### config.mk
export PLATFORM = sky130hd
export DESIGN_NAME = ca_multichannel_router
export DESIGN_NICKNAME = d
export VERILOG_FILES = /design/src/rtl/ca_multichannel_router.sv
export SDC_FILE = /design/constraint.sdc
export NUM_CORES = 1
export LEC_CHECK = 0
export ABC_AREA = 0
export CAP_MARGIN = 20
export CORE_MARGIN = 3
export CORE_UTILIZATION = 38
export CTS_BUF_LIST = sky130_fd_sc_hd__clkbuf_8
export DETAILED_ROUTE_END_ITERATION = 7
export PLACE_DENSITY = 0.7
export SLEW_MARGIN = 20
export SYNTH_ARGS = -nofsm -noshare
export SYNTH_HDL_FRONTEND = slang
export SYNTH_SLANG_ARGS = --single-unit
### constraint.sdc
create_clock -name clk -period 7.5 [get_ports clk]
set_input_delay 1.5 -clock clk [delete_from_list [all_inputs] [get_ports clk]]
set_output_delay 1.5 -clock clk [all_outputs]
set_load 0.02 [all_outputs]
### src/rtl/ca_multichannel_router.sv
// ca_multichannel_router
// Distributes host CA words to NUM_SUBCHANNELS per-subchannel FIFOs. Supports
// broadcast, single index, rank decode and mask multicast. A word is accepted
// only when every targeted FIFO has room, so multicast is never partial.
// Optional feature macro: CA_ROUTER_PARITY_EN adds ca_par_in, ca_par_out and
// perr_count. Without it those ports and the parity logic are absent.
module ca_multichannel_router #(
  parameter int CA_WIDTH        = 24,
  parameter int RANK_BITS       = 4,
  parameter int NUM_SUBCHANNELS = 4,
  parameter int FIFO_DEPTH      = 4,
  parameter int SC_BITS         = (NUM_SUBCHANNELS > 1) ? $clog2(NUM_SUBCHANNELS) : 1
) (
  input  logic                                              clk,
  input  logic                                              rst_n,
  input  logic                                              enable,
  input  logic [1:0]                                        routing_mode,
  input  logic [SC_BITS-1:0]                                sc_index,
  input  logic [NUM_SUBCHANNELS-1:0]                        route_mask,
  input  logic                                              flush,
  input  logic [CA_WIDTH-1:0]                               ca_in,
  input  logic [RANK_BITS-1:0]                              ca_rank_in,
  input  logic                                              ca_valid_in,
  output logic                                              ca_ready_out,
  output logic [NUM_SUBCHANNELS*CA_WIDTH-1:0]               ca_out,
  output logic [NUM_SUBCHANNELS*RANK_BITS-1:0]              ca_rank_out,
  output logic [NUM_SUBCHANNELS-1:0]                        ca_valid_out,
  input  logic [NUM_SUBCHANNELS-1:0]                        ca_ready_in,
  output logic [NUM_SUBCHANNELS*($clog2(FIFO_DEPTH)+1)-1:0] fifo_level,
  output logic [31:0]                                       pkt_count,
  output logic [31:0]                                       drop_count,
  output logic [31:0]                                       stall_count,
  output logic                                              overflow_flag,
  input  logic                                              clear_stats
`ifdef CA_ROUTER_PARITY_EN
  ,
  input  logic                                              ca_par_in,
  output logic [NUM_SUBCHANNELS-1:0]                        ca_par_out,
  output logic [31:0]                                       perr_count
`endif
);

  localparam int PTR_W = $clog2(FIFO_DEPTH);
  localparam int LVL_W = PTR_W + 1;
`ifdef CA_ROUTER_PARITY_EN
  localparam int ENT_W = CA_WIDTH + RANK_BITS + 1;
`else
  localparam int ENT_W = CA_WIDTH + RANK_BITS;
`endif

  typedef enum logic [1:0] {
    MODE_BCAST = 2'b00,
    MODE_INDEX = 2'b01,
    MODE_RANK  = 2'b10,
    MODE_MASK  = 2'b11
  } route_mode_e;

  logic [NUM_SUBCHANNELS-1:0] target;
  logic [NUM_SUBCHANNELS-1:0] full;
  logic                       blocked;
  logic                       accept;
  logic                       stall;
  logic [ENT_W-1:0]           wr_entry;
  int                         rank_sel;

  function automatic logic [31:0] sat_inc(input logic [31:0] v);
    return (v == 32'hFFFF_FFFF) ? v : v + 32'd1;
  endfunction

  assign rank_sel = int'(ca_rank_in[SC_BITS-1:0]) % NUM_SUBCHANNELS;

  // Decode the target subchannel set for the current input word.
  always_comb begin
    // NOTE: every combinational output gets a default first so no path leaves it unassigned (no latch).
    target = '0;
    for (int i = 0; i < NUM_SUBCHANNELS; i++) begin
      unique case (route_mode_e'(routing_mode))
        MODE_BCAST: target[i] = 1'b1;
        MODE_INDEX: target[i] = (int'(sc_index) == i);
        MODE_RANK:  target[i] = (rank_sel == i);
        MODE_MASK:  target[i] = route_mask[i];
        default:    target[i] = 1'b0;
      endcase
    end
  end

  // Any targeted FIFO that is full (by registered level) blocks the whole word.
  always_comb begin
    blocked = 1'b0;
    for (int i = 0; i < NUM_SUBCHANNELS; i++) begin
      if (target[i] && full[i]) blocked = 1'b1;
    end
  end

  assign ca_ready_out = enable && !flush && !blocked;
  assign accept       = ca_valid_in && ca_ready_out;
  assign stall        = ca_valid_in && enable && !ca_ready_out;

`ifdef CA_ROUTER_PARITY_EN
  assign wr_entry = {^ca_in, ca_in, ca_rank_in};
`else
  assign wr_entry = {ca_in, ca_rank_in};
`endif

  for (genvar g = 0; g < NUM_SUBCHANNELS; g++) begin : g_sc
    logic [ENT_W-1:0] mem [FIFO_DEPTH];
    logic [PTR_W-1:0] wr_ptr;
    logic [PTR_W-1:0] rd_ptr;
    logic [LVL_W-1:0] level;
    logic [ENT_W-1:0] head;
    logic             push;
    logic             pop;

    assign push    = accept && target[g];
    assign pop     = ca_valid_out[g] && ca_ready_in[g] && !flush;
    assign full[g] = (level == LVL_W'(FIFO_DEPTH));
    assign head    = mem[rd_ptr];

    assign ca_valid_out[g]                         = (level != '0);
    assign fifo_level[g*LVL_W +: LVL_W]            = level;
    // Empty FIFOs drive zeros so stale storage never reaches the pins.
    assign ca_out[g*CA_WIDTH +: CA_WIDTH]          = ca_valid_out[g] ? head[RANK_BITS +: CA_WIDTH] : '0;
    assign ca_rank_out[g*RANK_BITS +: RANK_BITS]   = ca_valid_out[g] ? head[RANK_BITS-1:0] : '0;
`ifdef CA_ROUTER_PARITY_EN
    assign ca_par_out[g]                           = ca_valid_out[g] && head[ENT_W-1];
`endif

    // Pointer and level bookkeeping; flush empties the FIFO at the next edge.
    always_ff @(posedge clk or negedge rst_n) begin
      // NOTE: sequential state uses non-blocking assignments so every register samples pre-edge values.
      if (!rst_n) begin
        wr_ptr <= '0;
        rd_ptr <= '0;
        level  <= '0;
      end else if (flush) begin
        wr_ptr <= '0;
        rd_ptr <= '0;
        level  <= '0;
      end else begin
        if (push) wr_ptr <= wr_ptr + 1'b1;
        if (pop)  rd_ptr <= rd_ptr + 1'b1;
        case ({push, pop})
          2'b10:   level <= level + 1'b1;
          2'b01:   level <= level - 1'b1;
          default: level <= level;
        endcase
      end
    end

    // Entry storage, written on push.
    always_ff @(posedge clk) begin
      // NOTE: storage has no reset; valid is derived from level, and the outputs are masked while empty.
      if (push) mem[wr_ptr] <= wr_entry;
    end
  end

  // Accepted-word counter: counts words pushed to a non-empty target set.
  always_ff @(posedge clk or negedge rst_n) begin
    if (!rst_n)                   pkt_count <= '0;
    else if (clear_stats)         pkt_count <= '0;
    else if (accept && |target)   pkt_count <= sat_inc(pkt_count);
  end

  // Drop counter: words consumed with an empty target set.
  always_ff @(posedge clk or negedge rst_n) begin
    if (!rst_n)                   drop_count <= '0;
    else if (clear_stats)         drop_count <= '0;
    else if (accept && !(|target)) drop_count <= sat_inc(drop_count);
  end

  // Stall counter and sticky overflow indicator.
  always_ff @(posedge clk or negedge rst_n) begin
    if (!rst_n) begin
      stall_count   <= '0;
      overflow_flag <= 1'b0;
    end else if (clear_stats) begin
      stall_count   <= '0;
      overflow_flag <= 1'b0;
    end else if (stall) begin
      stall_count   <= sat_inc(stall_count);
      overflow_flag <= 1'b1;
    end
  end

`ifdef CA_ROUTER_PARITY_EN
  // Parity error counter: accepted words whose ca_par_in disagrees with XOR(ca_in).
  always_ff @(posedge clk or negedge rst_n) begin
    if (!rst_n)                                  perr_count <= '0;
    else if (clear_stats)                        perr_count <= '0;
    else if (accept && ((^ca_in) != ca_par_in))  perr_count <= sat_inc(perr_count);
  end
`endif

endmodule
Word-level counts from Yosys, hierarchy flattened
Memories as Yosys holds them, arrays and structs flattened.
Index checks and enable logic that the tools add are counted.

word-level totals
  register bits after elaboration = 125
  latch bits = 0
  memory bits (writable) = 448
  ROM bits = 0
  output and inout bits = 226
  memories = 4

memory list
  name         depth  bits a word  rd ports  clocked after memory_dff  write ports  RTL line  source
  g_sc[0].mem  4      28           1         0                         1            106       logic [ENT_W-1:0] mem [FIFO_DEPTH];
  g_sc[1].mem  4      28           1         0                         1            106
  g_sc[2].mem  4      28           1         0                         1            106
  g_sc[3].mem  4      28           1         0                         1            106

operators by class
  add/sub/neg operators = 19
  $mul = 0
  div/mod/pow operators = 0
  magnitude comparators = 0
  eq/ne operators = 27
  shifts and indexed selects = 0
  muxes and demuxes = 59
  bitwise gates (word level) = 0
  reductions and logical operators = 53

operators with widths
  kind                                              number
  2-to-1 mux 32 bit                                 9
  adder 32 x 1 -> 32 bit, second input constant     3
  == test 32 bit, second input constant             3
  2-to-1 mux 24 bit                                 4
  zero test 32 bit                                  1
  2-to-1 mux 2 bit                                  16
  case mux 3 bit (2 select lines)                   4
  nonzero test 3 bit                                8
  logical AND 1 bit                                 23
  nonzero test 2 bit                                11
  == test 2 bit, second input constant              10
  adder 2 x 1 -> 2 bit, second input constant       8
  2-to-1 mux 4 bit                                  4
  case mux 1 bit (4 select lines)                   4
  == test 2 x 1 -> 1 bit, second input constant     7
  2-to-1 mux 1 bit                                  14
  adder 3 x 1 -> 3 bit, second input constant       4
  == test 3 bit, second input constant              4
  2-to-1 mux 3 bit                                  4
  subtractor 3 x 1 -> 3 bit, second input constant  4
  inequality test 2 bit, second input constant      3
  AND reduction 2 bit                               3
  zero test 1 bit                                   4
  zero test 2 bit                                   2
  OR reduction 4 bit                                1

Depth between registers and ports, before layout
Gate-level depths: netlist of the first run.

  depth after elaboration = 14
  depth in mapped cells = 12
  depth with buffers taken out = 11

Worst setup path after synthesis of the first run
No wires, ideal clock.

  path kind = input to output
  start point = in routing_mode[0]
  end point = out ca_ready_out
  arrival = 3.120 ns
  required time = 6.000 ns
  setup slack = 2.880 ns
  stages on the path = 6
  path through = inv_1 ha_1 nor4bb_2 a2111oi_4 o22ai_2 nor2_1

between the ends
  longest elaborated chain between the ends = 9

ends and longest elaborated chain
  item                                   RTL line  source
  start, declared                        17        input logic [1:0] routing_mode,
  == test 2 bit (tied with other cells)  77        unique case (route_mode_e'(routing_mode))
  case mux 1 bit (4 select lines)        77
  logical AND 1 bit                      91        if (target[i] && full[i]) blocked = 1'b1;
  2-to-1 mux 1 bit (3 in series)         91
  2-to-1 mux 1 bit *                     91
  zero test 1 bit *                      95        assign ca_ready_out = enable && !flush && !blocked;
  logical AND 1 bit *                    95
  end, declared                          24        output logic ca_ready_out,

Every way passes the cells marked *; elsewhere a longest branch is shown, timed or not.

Worst setup path in the final report of the first run
  start point = in ca_rank_in[1]
  end point = out ca_ready_out

between the ends
  longest elaborated chain between the ends = 9

ends and longest elaborated chain
  item                             RTL line  source
  start, declared                  22        input logic [RANK_BITS-1:0] ca_rank_in,
  zero test 32 bit                 80        MODE_RANK: target[i] = (rank_sel == i);
  case mux 1 bit (4 select lines)  77
  logical AND 1 bit                91
  2-to-1 mux 1 bit (3 in series)   91
  2-to-1 mux 1 bit *               91
  zero test 1 bit *                95
  logical AND 1 bit *              95

Marks and branches as above.

==> flow_summary.ini, run 1 <==
[grt]
grt_pass1_vias = 15800
antenna_found_initial = 7
grt_start_max_net_pins = 74
grt_use_total_pct = 18.6
grt_pass1_wl_mm = 95.2
grt-ovfl-total = 0

[drt]
highest_layer = met5
wirelength_mm = 62.5
vias = 15400
wl_met2_mm = 30.7
wl_met1_mm = 25.0
ant_nets = 0
drtIter0Drc = 1066
drc_errors = 0
first_pass_iters = 5
viasPerCell = 5.48
wl_met3_mm = 5.67
wl_per_cell_um = 22.3

[layout]
nFillCells = 5418
layout.nets = 1959
syn_to_final_growth_pct = 22.3
multi_input_area_mm2 = 0.00751
post-route-util_pct = 47.3
fin_area_mm2 = 0.0300
instances_no_fill = 2806
layout-drive-gt1-share_pct = 15.0
seqCellArea_mm2 = 0.0166

[place]
globalplace.congestion = 0.844
dp_hpwl_mm = 38.6
placed_cell_area_mm2 = 0.0282
port_buffers = 271
pre_cts_ws_ns = 1.61
dp.cells = 2636

[sta]
setup_viol = 0
fin_tns_setup_ns = 0
skew_ns = 0.0450
fmax_ghz = 0.168
worst_pin_slew_ns = 1.04
report.final.slew_viol_count = 0
setup_ws_ns = 1.54
rsz0062_at_grt = no
post-route-period-util_pct = 79.5
final_hold_viol_count = 0
slew_headroom_pct = 30.4
period_needed_ns = 5.96

[clocking]
post-cts-setup-buffers = 0
cts_resized = 0
clk_path_buf_depth = 3
cts_tree = done
insertion_delay_ns = 0.70
ctsHoldBuffers = 0
cts.clk_slew.worst_paths_ns = 0.05
cts_made_buffers = 94
h-tree-depth = 3
cts.sinks = 573
cts_root_buf = clkbuf_8

[synthesis]
netlist_area_mm2 = 0.0245
synthFlopType = edfxtp_1
synth_common_cells = edfxtp_1 (448), and2_1 (132), dfrtp_1 (125), mux4_2 (114), a21oi_1 (92)
syn_area_per_cell_um2 = 15.6
synth_top_area_share_pct = 54.9
yosysSeqAreaShare_pct = 67.6
syn_nets = 1640
ys_top_cells_by_area = edfxtp_1 (55%), dfrtp_1 (13%), mux4_2 (10%)
yosysUniqueCellTypes = 67
yosys_warnings = 0
yosysTopAreaCell = edfxtp_1
synth_cells = 1567
post-synth-top-count-cell = edfxtp_1
ys_ff_latch = 573
synth_edf_count = 448
synth-async-reset-ratio_pct = 21.8

[die]
std_cell_rows = 92
fp.dieH_um = 260
die_area_mm2 = 0.0676
initial_core_util_pct = 38.7
pin_count = 272
die_x_um = 260
coreArea_mm2 = 0.0634

[critical_path]
crit_path_top_delay_cell = clkdlybuf4s50_1
crit_fanout = 19
cp_common_cell = clkdlybuf4s50_1
crit_type = primary input to output pin
start_kind = primary input
worstPathRequired_ns = 6.00
path_cells = clkdlybuf4s50_1 -> and4b_1 -> a2111oi_4 -> o22ai_2 -> nor2_1 -> clkdlybuf4s50_1
crit_arrival_ns = 4.46
critPathMaxStageDelay_ns = 0.96
crit_path_end_kind = output pin

[power_and_ir_drop]
p_per_area_mw_per_mm2 = 269
ir_drop_mv = 0.154
cellLeakagePower_nw = 9.94

[run]
maxCapViolations = 0

[status]
status = finished clean

[min_path]
min_path_type = flop to flop
==> final cells by class <==
class	count	share of cell area [%]
Timing Repair Buffer	307	9.94
Clock inverter	70	1.29
Inverter	26	0.326
Tap cell	846	3.53
Multi-Input combinational cell	884	25.1
Clock buffer	98	4.50
Sequential cell	573	55.3
Antenna cell	2	0.0167
==> per-layer routing <==
layer | vias up | global-route usage [%]
met5 | - | 0
met4 | 12 | 4.80
met3 | 91 | 5.84
met2 | 535 | 30.8
met1 | 7926 | 23.6
li1 | 6824 | -
==> power by group <==
part / total (mW) / switching [mW] / leakage (nW) / internal, mW
logic: 2.00 / 1.11 / 3.18 / 0.893
registers: 3.54 / 0.0565 / 5.77 / 3.49
clock network: 2.52 / 1.26 / 0.996 / 1.26
total: 8.06 / 2.42 / 9.94 / 5.64
==> metrics by stage <==
stage,total power [mW],hold slack (ns)
finish,8.06,0.519
floorplan,4.69,0.543
detailed placement,5.64,0.495
global placement,5.62,0.496
global route,8.42,0.561
CTS,8.17,0.523
==> registers in the layout, summed over array words and instances (netlist names) <==
name	flops
stall_count	32
pkt_count	32
g_sc.mem	448
drop_count	32
g_sc.level	12
overflow_flag	1
g_sc.wr_ptr	8
g_sc.rd_ptr	8
==> final timing paths <==
kind	start	end	slack, ns	depth (start not counted)
max reg2reg	g_sc[2].level[2]	pkt_count[14]	4.18	7
min reg2reg	overflow_flag	overflow_flag	0.52	2
min in group asynchronous	rst_n	pkt_count[1]	0.87	1
max in group asynchronous	rst_n	g_sc[1].rd_ptr[0]	5.43	2
min	overflow_flag	overflow_flag	0.52	2
max	ca_rank_in[1]	ca_ready_out	1.54	6
==> layout by cell type (no fill, tap or decap), types with 3 or more instances in the layout <==
| cell type | netlist | final |
|---|---|---|
| a221oi_1 | 3 | 3 |
| xor2_1 | 6 | 6 |
| clkdlybuf4s50_1 | 0 | 269 |
| dfrtp_1 | 125 | 121 |
| o31ai_1 | 48 | 48 |
| inv_1 | 26 | 55 |
| nor2b_1 | 10 | 10 |
| a21oi_1 | 92 | 92 |
| mux2i_1 | 5 | 5 |
| ha_1 | 23 | 23 |
| o21ai_0 | 40 | 40 |
| clkinv_2 | 0 | 10 |
| xnor2_1 | 9 | 9 |
| nor4_1 | 7 | 7 |
| a31oi_1 | 3 | 3 |
| mux2_1 | 6 | 6 |
| or3_1 | 42 | 42 |
| o211ai_1 | 3 | 3 |
| nor3_1 | 17 | 17 |
| dfrtp_2 | 0 | 4 |
| mux2_2 | 7 | 7 |
| edfxtp_1 | 448 | 448 |
| buf_4 | 1 | 36 |
| fa_1 | 4 | 4 |
| or4_1 | 50 | 50 |
| o311ai_0 | 3 | 3 |
| nor3b_1 | 4 | 4 |
| o41ai_1 | 5 | 5 |
| nand2b_1 | 7 | 7 |
| clkinv_1 | 0 | 23 |
| nor2_1 | 48 | 48 |
| nand4_1 | 26 | 26 |
| and3_1 | 25 | 25 |
| and4_1 | 8 | 8 |
| and2_1 | 132 | 132 |
| mux4_2 | 114 | 114 |
| nand2_1 | 52 | 52 |
| nand3_1 | 51 | 51 |
| clkbuf_8 | 0 | 98 |
==> worst max-delay path: cells and delay by family <==
kind            cells  cell delay [ns]
buf+inv             2             1.65
simple gates        2             0.48
compound gates      2             0.82
==> cells by family after synthesis <==
family                   after synthesis  synth area share, %
AND/OR/NAND/NOR                      491                 11.7
buffers and inverters                110                 1.74
XOR/XNOR                              15                0.536
multiplexers                         132                 11.3
adder cells (fa/ha/maj)               27                 1.50
AO/OA/AOI/OAI                        219                 5.63
flip-flops                           573                 67.6
Note: power is estimated with default switching activity, not from simulation.
==> run 2, diff against run 1 <==
==> constraint.sdc (replaced) <==
create_clock -name clk -period 5.8 [get_ports clk]
set_input_delay 1.16 -clock clk [delete_from_list [all_inputs] [get_ports clk]]
set_output_delay 1.16 -clock clk [all_outputs]
set_load 0.02 [all_outputs]
==> flow_summary.ini, run 2 (synthesized netlist as in run 1, its figures left out) <==
[status]
status = finished clean

[sta]
skew_ns = 0.0455
fmax_ghz = 0.192
post-route-period-util_pct = 89.7
worst_pin_slew_ns = 1.04
rsz0062_at_grt = no
fin_tns_setup_ns = 0
final_hold_viol_count = 0
slew_headroom_pct = 30.3
period_needed_ns = 5.20
report.final.slew_viol_count = 0
setup_viol = 0

[layout]
layout-drive-gt1-share_pct = 15.8
nFillCells = 5337
syn_to_final_growth_pct = 23.0
largest_reg_flops = 448
final_common_cell = edfxtp_1
seqCellArea_mm2 = 0.0166
layout.nets = 1964
largest-register = g_sc.mem
layout_common_cells = edfxtp_1 (448), clkdlybuf4s50_1 (269), and2_1 (132)
multi_input_area_mm2 = 0.00751
post-route-util_pct = 47.5

[grt]
grt-ovfl-total = 0
grt_pass1_vias = 15700
grt_use_total_pct = 18.6
grt_pass1_wl_mm = 95.0
antenna_found_initial = 12
grt_start_max_net_pins = 80

[drt]
wl_per_cell_um = 22.2
vias = 15400
first_pass_iters = 5
drtIter0Drc = 1053
ant_nets = 0
wirelength_mm = 62.8
drc_errors = 0
viasPerCell = 5.46

[clocking]
cts_resized = 0
ctsHoldBuffers = 0
insertion_delay_ns = 0.70
post-cts-setup-buffers = 0
cts_made_buffers = 95
cts_tree = done
h-tree-depth = 3
clk_path_buf_depth = 3
cts.sinks = 573
cts.clk_slew.worst_paths_ns = 0.06
cts_root_buf = clkbuf_8

[power_and_ir_drop]
ir_drop_mv = 0.174
p_per_area_mw_per_mm2 = 352
cellLeakagePower_nw = 10.0

[critical_path]
crit_arrival_ns = 4.04
crit_type = primary input to output pin
crit_fanout = 8
worstPathRequired_ns = 4.64
r2r-start = pkt_count[14]
crit_path_end_kind = output pin
r2r_cells = 7
start_kind = primary input
crit_start = routing_mode[0]

[place]
globalplace.congestion = 0.845
port_buffers = 271
dp_hpwl_mm = 39.5

[die]
coreArea_mm2 = 0.0634
initial_core_util_pct = 38.7
std_cell_rows = 92
die_area_mm2 = 0.0676
die_x_um = 260
fp.dieH_um = 260
pin_count = 272

[min_path]
hold_depth = 2
worstHoldStart = overflow_flag
min_path_type = flop to flop

[run]
maxCapViolations = 0
==> run 2: metal layers <==
layer  global-route usage, %  wire length [µm]  vias up  part of all wire, %
li1                        -                 -     6850                    -
met1                    23.9             25300     7895                   40
met2                    30.3             30600      566                   49
met3                    5.12              5340      102                  8.5
met4                    6.62              1430       12                  2.3
met5                       0                82        -                 0.13
==> run 2: critical path: stages <==
cell	delay, ns
clkdlybuf4s50_1	0.52
inv_1	0.08
ha_1	0.36
nor4bb_2	0.21
a2111oi_4	0.56
o22ai_2	0.30
nor2_1	0.15
clkdlybuf4s50_1	0.69
==> run 2: area by class of cell <==
cell class | instances | share of cell area (%)
Clock inverter | 74 | 1.53
Tap cell | 846 | 3.51
Antenna cell | 8 | 0.0664
Sequential cell | 573 | 55.0
Inverter | 26 | 0.324
Multi-Input combinational cell | 884 | 24.9
Clock buffer | 102 | 4.66
Timing Repair Buffer | 311 | 9.98
==> run 2: final timing paths <==
check / endpoint / slack [ns]
worst max-delay path: ca_ready_out / 0.60
worst min-delay path: overflow_flag / 0.50
worst max register to register: pkt_count[19] / 2.57
worst min register to register: overflow_flag / 0.50
max in group asynchronous: stall_count[15] / 4.08
min in group asynchronous: pkt_count[4] / 0.54
==> run 2: stage by stage <==
step | std cells | setup WS (ns) | power (mW) | hold slack (ns) | cell area, µm²
global placement | 2640 | 0.704 | 7.27 | 0.487 | 28300
CTS | 2816 | 0.627 | 10.8 | 0.511 | 30100
floorplan | 1567 | 1.75 | 6.07 | 0.543 | 24500
finish | 2824 | 0.600 | 10.6 | 0.504 | 30100
detailed placement | 2640 | 0.612 | 7.31 | 0.497 | 28300
global route | 2821 | 0.512 | 11.1 | 0.572 | 30100
==> run 2: where the power goes <==
part           leakage, nW  switching (mW)  internal, mW
Combinational         3.20            1.36          1.16
Sequential            5.77           0.154          4.51
Clock                 1.06            1.66          1.79
Total                 10.0            3.17          7.45
==> variant, RTL diff (flow settings as in run 2) <==
Add a define of `CA_ROUTER_PARITY_EN`.
--- a/src/rtl/ca_multichannel_router.sv
+++ b/src/rtl/ca_multichannel_router.sv
@@ -4,6 +4,8 @@
 // only when every targeted FIFO has room, so multicast is never partial.
 // Optional feature macro: CA_ROUTER_PARITY_EN adds ca_par_in, ca_par_out and
 // perr_count. Without it those ports and the parity logic are absent.
+`define CA_ROUTER_PARITY_EN
+
 module ca_multichannel_router #(
   parameter int CA_WIDTH        = 24,
   parameter int RANK_BITS       = 4,
Interface: changed (added ca_par_in, ca_par_out and perr_count); port bits go from 272 to 309. No check against the original RTL was run, so the function may have changed too.
==> variant against run 2 <==
Sequential cell count up 48; die area up 6.8%; non-clock buffer count grew 50; wire length increased by 8.5%; worst setup slack gained 0.30 ns; total power grew 14%; sequential share of layout area down 0.053 points; design area rose by 7.8%; area after synthesis rose by 7.0%; highest routed layer unchanged.
==> variant: results (changes against run 2) <==
- Result of the run: completed (unchanged)
- Initial antenna violation count: 5 (was 12)
- Worst Path Buf+Inv: 2 (was 3)
- Clock Power Share: 31.1% (was 32.5%)
- GRT Total Usage: 18.8% (was 18.6%)
- Worst vdd ir: 0.000181 V (was 0.000174 V)
- Met1 Routed Length: 26700 µm (was 25300 µm)
- Post-synth EDFFs: 464 (was 448)
- Leak: 11.5 nW (was 10.0 nW)
- R2R cell count: 9 (was 7)
- Max reg flops: 464 (was 448)
- Most instantiated cells after synthesis: 464 x edfxtp_1, 161 x nor2_1, 157 x dfrtp_1 (was 448 x edfxtp_1, 132 x and2_1, 125 x dfrtp_1)
- Setup WS post-layout: 0.896 ns (was 0.600 ns)
- R2r endpoint: perr_count[25] (was pkt_count[19])
- Slew @ Worst Pin: 1.15 ns (was 1.04 ns)
- Number of vias in the routed layout: 16000 (was 15400)
- 1st-iter DRT viols: 1412 (was 1053)
- Metal2 WL: 32500 µm (was 30600 µm)
- Share of layout cells above drive strength 1: 15.6% (was 15.8%)
- Met3 Use GR: 6.20% (was 5.12%)
- Synth area leaders: edfxtp_1 53%, dfrtp_1 15%, mux4_2 10% (was edfxtp_1 55%, dfrtp_1 13%, mux4_2 10%)
- M2 GR Usage: 29.9% (was 30.3%)
- RR Startpoint: perr_count[0] (was pkt_count[14])
- Largest net degree at the start of global routing: 117 (was 80)
- Reg2Reg Setup Slack: 2.65 ns (was 2.57 ns)
- Post-DP HPWL: 43400 µm (was 39500 µm)
- Net Count, Synth: 1734 (was 1640)
- Fill count: 5710 (was 5337)
variant: cell count changes after synthesis, moves of 16 or more:
| cell | run 2 | this run |
|---|---|---|
| o31ai_1 | 48 | 0 |
| nand3_1 | 51 | 67 |
| xor2_1 | 6 | 116 |
| dfrtp_1 | 125 | 157 |
| o21ai_0 | 40 | 11 |
| nand4_1 | 26 | 50 |
| edfxtp_1 | 448 | 464 |
| a21oi_1 | 92 | 13 |
| or3_1 | 42 | 10 |
| or4_1 | 50 | 2 |
| xnor2_1 | 9 | 44 |
| nor2_1 | 48 | 161 |
variant: final cells by class:
type / instances / area, µm² / area share (%)
flip-flops and latches: 621 / 17900 / 55.0
multi-input cells: 940 / 7980 / 24.6
repair buffers: 361 / 3480 / 10.7
clock buffers: 104 / 1430 / 4.40
well taps: 873 / 1090 / 3.36
clock inverters: 83 / 569 / 1.75
inverters: 18 / 67.6 / 0.208
diodes: 5 / 12.5 / 0.0385
variant: logic make-up (layout without fill, tap and decap cells):
group / count (synthesis) / in the layout / synth area share [%]
buffers and inverters: 98 / 566 / 1.51
AO/OA/AOI/OAI: 39 / 39 / 0.954
XOR/XNOR: 161 / 161 / 5.43
adder cells (fa/ha/maj): 28 / 28 / 1.45
AND/OR/NAND/NOR: 588 / 588 / 12.3
multiplexers: 124 / 124 / 10.3
other: 0 / 5 / 0
flip-flops: 621 / 621 / 68.1
variant: per-stage QoR:
stage | instance area, µm² | hold WS [ns] | power (W) | std cells
after floorplan | 26200 | 0.538 | 0.00693 | 1659
after global placement | 30500 | 0.487 | 0.00842 | 2813
after detailed placement | 30500 | 0.496 | 0.00846 | 2813
after CTS | 32500 | 0.534 | 0.0122 | 3000
after global routing | 32500 | 0.562 | 0.0126 | 3002
final | 32500 | 0.526 | 0.0121 | 3005
